==> config.mk <==
export PLATFORM = sky130hd
export DESIGN_NAME = uart_echo_buffer
export DESIGN_NICKNAME = d
export VERILOG_FILES = /design/src/rtl/uart_echo_buffer.sv
export SDC_FILE = /design/constraint.sdc
export NUM_CORES = 1
export LEC_CHECK = 0
export ABC_CLOCK_PERIOD_IN_PS = 3100
export CAP_MARGIN = 20
export CORE_MARGIN = 3
export CORE_UTILIZATION = 37
export DETAILED_ROUTE_END_ITERATION = 16
export PLACE_DENSITY_LB_ADDON = 0.1
export RECOVER_POWER = 50
export SLEW_MARGIN = 20
export SYNTH_ARGS = -nofsm -noshare
export SYNTH_HDL_FRONTEND = slang
export SYNTH_SLANG_ARGS = --single-unit
==> constraint.sdc <==
create_clock -name Clock -period 3.1 [get_ports Clock]
set_input_delay 0.62 -clock Clock [delete_from_list [all_inputs] [get_ports Clock]]
set_output_delay 0.62 -clock Clock [all_outputs]
set_load 0.01 [all_outputs]
==> src/rtl/uart_echo_buffer.sv <==
// rtl/uart_echo_buffer.sv - byte FIFO between a UART receiver and transmitter
// Optional upper-case folding of TxData when UART_ECHO_CASE_FOLD_EN is defined.
module uart_echo_buffer #(
  parameter int DEPTH = 8,
  parameter int WIDTH = 8
) (
  input  logic                       Clock,
  input  logic                       Reset,
  input  logic [WIDTH-1:0]           RxData,
  input  logic                       RxValid,
  output logic                       RxReady,
  output logic [WIDTH-1:0]           TxData,
  output logic                       TxValid,
  input  logic                       TxReady,
  input  logic                       Flush,
  output logic [$clog2(DEPTH):0]     Count
);

  localparam int AW = $clog2(DEPTH);
  localparam int CW = AW + 1;

  logic [WIDTH-1:0] mem_q [DEPTH];
  logic [AW-1:0]    wr_q, wr_d;
  logic [AW-1:0]    rd_q, rd_d;
  logic [CW-1:0]    cnt_q, cnt_d;
  logic             rdy_q;
  logic             push, pop;
  logic [WIDTH-1:0] tx_raw;

  // rdy_q keeps RxReady low while Reset is held and releases it on the first edge after.
  assign RxReady = rdy_q && (cnt_q != CW'(DEPTH)) && !Flush;
  assign TxValid = (cnt_q != '0);
  assign Count   = cnt_q;

  assign push = RxValid && RxReady;
  assign pop  = TxValid && TxReady && !Flush;

  always_comb begin
    wr_d  = wr_q;
    rd_d  = rd_q;
    cnt_d = cnt_q;
    if (Flush) begin
      wr_d  = '0;
      rd_d  = '0;
      cnt_d = '0;
    end else begin
      if (push) wr_d = wr_q + AW'(1);
      if (pop)  rd_d = rd_q + AW'(1);
      case ({push, pop})
        2'b10:   cnt_d = cnt_q + CW'(1);
        2'b01:   cnt_d = cnt_q - CW'(1);
        default: cnt_d = cnt_q;
      endcase
    end
  end

  always_ff @(posedge Clock or negedge Reset) begin
    if (!Reset) begin
      wr_q  <= '0;
      rd_q  <= '0;
      cnt_q <= '0;
      rdy_q <= 1'b0;
    end else begin
      wr_q  <= wr_d;
      rd_q  <= rd_d;
      cnt_q <= cnt_d;
      rdy_q <= 1'b1;
    end
  end

  always_ff @(posedge Clock) begin
    if (push) mem_q[wr_q] <= RxData;
  end

  // Gating on occupancy forces TxData to zero while empty or in reset.
  assign tx_raw = TxValid ? mem_q[rd_q] : '0;

`ifdef UART_ECHO_CASE_FOLD_EN
  always_comb begin
    TxData = tx_raw;
    if (tx_raw >= WIDTH'('h61) && tx_raw <= WIDTH'('h7A))
      TxData = tx_raw - WIDTH'('h20);
  end
`else
  assign TxData = tx_raw;
`endif

endmodule

==> results.py <==
metrics = {
    "timing": {
        "min_period_over_period_pct": 90.07,
        "fin_tns_setup_ns": 0,
        "hold_viol": 0,
        "maxSlewViolCount": 0,
        "min_period_ns": 2.792,
        "finClkSkew_ns": 0.009995,
        "tightest_slew_ns": 0.9002,
        "slew_headroom_pct": 39.20,
        "fmax_mhz": 358.1,
        "rsz0062_at_grt": "no",
        "timing.hold.ws_ns": 0.6937,
        "setup_viol": 0,
    },
    "clocking": {
        "cts.reportedPaths.clkPinSlew_ns": 0.08,
        "cts_tree": "done",
        "cts_resized": 0,
        "clkLatencyLatePin_ns": 0.33,
        "root_buffer": "clkbuf_8",
        "postCtsSetupBuffers": 0,
        "cts_buffer_depth": 2,
        "ctsHoldBuffers": 0,
        "ctsHtreeMaxLevel": 3,
        "cts_buffers": 9,
        "cts.sinks": 75,
    },
    "critical_path": {
        "worst-path-max-fanout": 12,
        "crit_type": "flop to output port",
        "cp.required_ns": 2.48,
        "crit_path_start_kind": "flop",
        "arrival_ns": 2.17,
        "end_kind": "output port",
        "reg2reg_slack_ns": 0.35,
    },
    "final_layout": {
        "drive_gt1_share_pct": 25.64,
        "final_cells": 339,
        "area_growth_syn_to_layout_pct": 21.01,
        "diodes": 0,
        "fin_util_pct": 46.80,
        "nNetsFinal": 246,
        "n_fill_cell": 723,
    },
    "detailed_routing": {
        "drc": 0,
        "routed_wl_mm": 6.394,
        "vias": 1812,
        "first_iter_violations": 50,
        "routed_wire_length_per_instance_um": 18.86,
        "viasPerCell": 5.345,
        "drt_pass1_iterations": 4,
        "postRouteAntennaNets": 0,
    },
    "pwr": {
        "switchingPower_mw": 0.8343,
        "p_total_mw": 2.807,
        "ir_drop_mv": 0.3109,
        "total_leakage_power_nw": 1.296,
        "clockPowerShare_pct": 25.5,
        "p_per_area_nw_per_um2": 722.7,
        "switching_share_pct": 29.73,
        "p_seq_share_pct": 42.5,
        "p_int_mw": 1.972,
        "combinationalPowerShare_pct": 32.0,
    },
    "grt": {
        "grt_usage_pct": 14.12,
        "antenna_found_initial": 0,
        "grt_pass1_wl_mm": 10.29,
        "first_global_vias": 1902,
        "overflow": 0,
        "grt_max_degree": 14,
    },
    "yosys": {
        "synthTopCellsByArea": "edfxtp_1 (60%), mux4_2 (11%), dfrtp_1 (8.6%), mux2i_1 (2.5%), nor2_1 (1.6%)",
        "ys_types": 42,
        "synth_most_common_cell": "edfxtp_1",
        "ys_top_cells_by_count": "edfxtp_1 (64), mux4_2 (16), nor2_1 (14), dfrtp_1 (11), mux2i_1 (8)",
        "synth_top_cell_by_area": "edfxtp_1",
        "ys.flop_type": "edfxtp_1",
        "syn_nets": 200,
        "ys_async_sr_fraction_pct": 14.67,
        "synth_area_per_cell_um2": 17.54,
        "ys_ff_latch": 75,
        "yosys.area.top_type_share_pct": 59.88,
        "synth-seq-area-share_pct": 68.46,
        "syn_inst": 183,
        "synth_area_um2": 3209,
        "yosysWarningCount": 0,
        "synth_edf_count": 64,
    },
    "floorplan": {
        "fp.coreArea_um2": 8299,
        "die_w_um": 99.14,
        "std_cell_rows": 33,
        "start_util_pct": 38.67,
        "io_pins": 27,
        "die_height_um": 99.14,
        "die-area_um2": 9828,
    },
    "run_status": {
        "status": "finished, final reports clean",
    },
    "placement": {
        "globalplace.congestion": 0.7611,
        "dp_cells": 323,
        "hpwl_mm": 4.309,
        "portBuffers": 26,
    },
    "flow_run": {
        "cap_violations": 0,
    },
    "min_path": {
        "hold_class": "flop to flop",
    },
}
## cells in the final DEF (no fill, tap or decap), types with 3 or more instances in the layout
| master | n |
|---|---|
| dlygate4sd3_1 | 9 |
| nand2_1 | 7 |
| nor2_1 | 14 |
| mux4_2 | 16 |
| nor3_1 | 4 |
| nor4b_2 | 3 |
| nand3_1 | 3 |
| a21oi_1 | 4 |
| clkdlybuf4s50_1 | 17 |
| nor3b_1 | 3 |
| buf_4 | 17 |
| mux2i_1 | 8 |
| xor2_1 | 3 |
| dfrtp_1 | 11 |
| ha_1 | 4 |
| edfxtp_1 | 64 |
| clkbuf_8 | 9 |
## registers in the layout, indices dropped and copies added (netlist names)
signal and flops:
wr_q 3, Count 4, mem_q 64, rd_q 3, rdy_q 1
## path summary, 6_finish.rpt
path / endpoint / cells past startpoint / start
hold / removal: wr_q[0] / 1 / wr_q[0]
min in group asynchronous: rdy_q / 1 / Reset
max in group asynchronous: rd_q[0] / 1 / Reset
setup / recovery: TxData[7] / 5 / rd_q[0]
setup reg to reg: Count[3] / 8 / Count[0]
hold reg to reg: wr_q[0] / 1 / wr_q[0]
## worst max-delay path, stage by stage, from the launching register on
cell,delay (ns)
dfrtp_1,0.34
buf_4,0.27
mux4_2,0.54
mux2i_1,0.15
nor2_1,0.07
clkdlybuf4s50_1,0.47
## logic make-up after synthesis
family	synth area share, %
muxes	14.19
other	0.1168
and+or+nand+nor	8.772
buffers and inverters	1.559
AOI/OAI and AO/OA	3.977
DFF	68.46
xor gates and xnor gates	1.365
adders and majority gates	1.560
## power groups by stage
| stage | Clock, mW | Sequential [mW] | Combinational [mW] |
|---|---|---|---|
| 4_1_cts | 0.741 | 1.19 | 0.930 |
| 6_report | 0.716 | 1.19 | 0.898 |
| 2_1_floorplan | 0 | 1.20 | 0.550 |
| 3_3_place_gp | 0 | 1.22 | 0.910 |
| 3_5_place_dp | 0 | 1.22 | 0.924 |
| 5_1_grt | 0.784 | 1.20 | 0.970 |
## layer usage
metal / GRT usage [%] / routed length, um / vias to the layer above
li1: - / - / 822
met1: 18.52 / 2878 / 948
met2: 22.93 / 3216 / 32
met3: 2.805 / 202 / 10
met4: 6.197 / 97 / 0
met5: 0 / 0 / -
## per-stage QoR
step	setup slack, ns	instance area [um2]
2_1_floorplan	0.3750	3209
3_3_place_gp	0.2893	3709
3_5_place_dp	0.2032	3709
4_1_cts	0.2624	3899
5_1_grt	0.1898	3884
6_report	0.3078	3884
## layout make-up
class,count,area (um2),area share [%]
inverter,1,3.754,0.09665
multi-input combinational,98,969.7,24.97
tap,105,131.4,3.383
clock buffer,9,123.9,3.189
sequential,75,2197,56.57
clock inverter,7,66.31,1.707
timing repair buffer,44,391.6,10.08
Power figures use the tool's default switching activity.
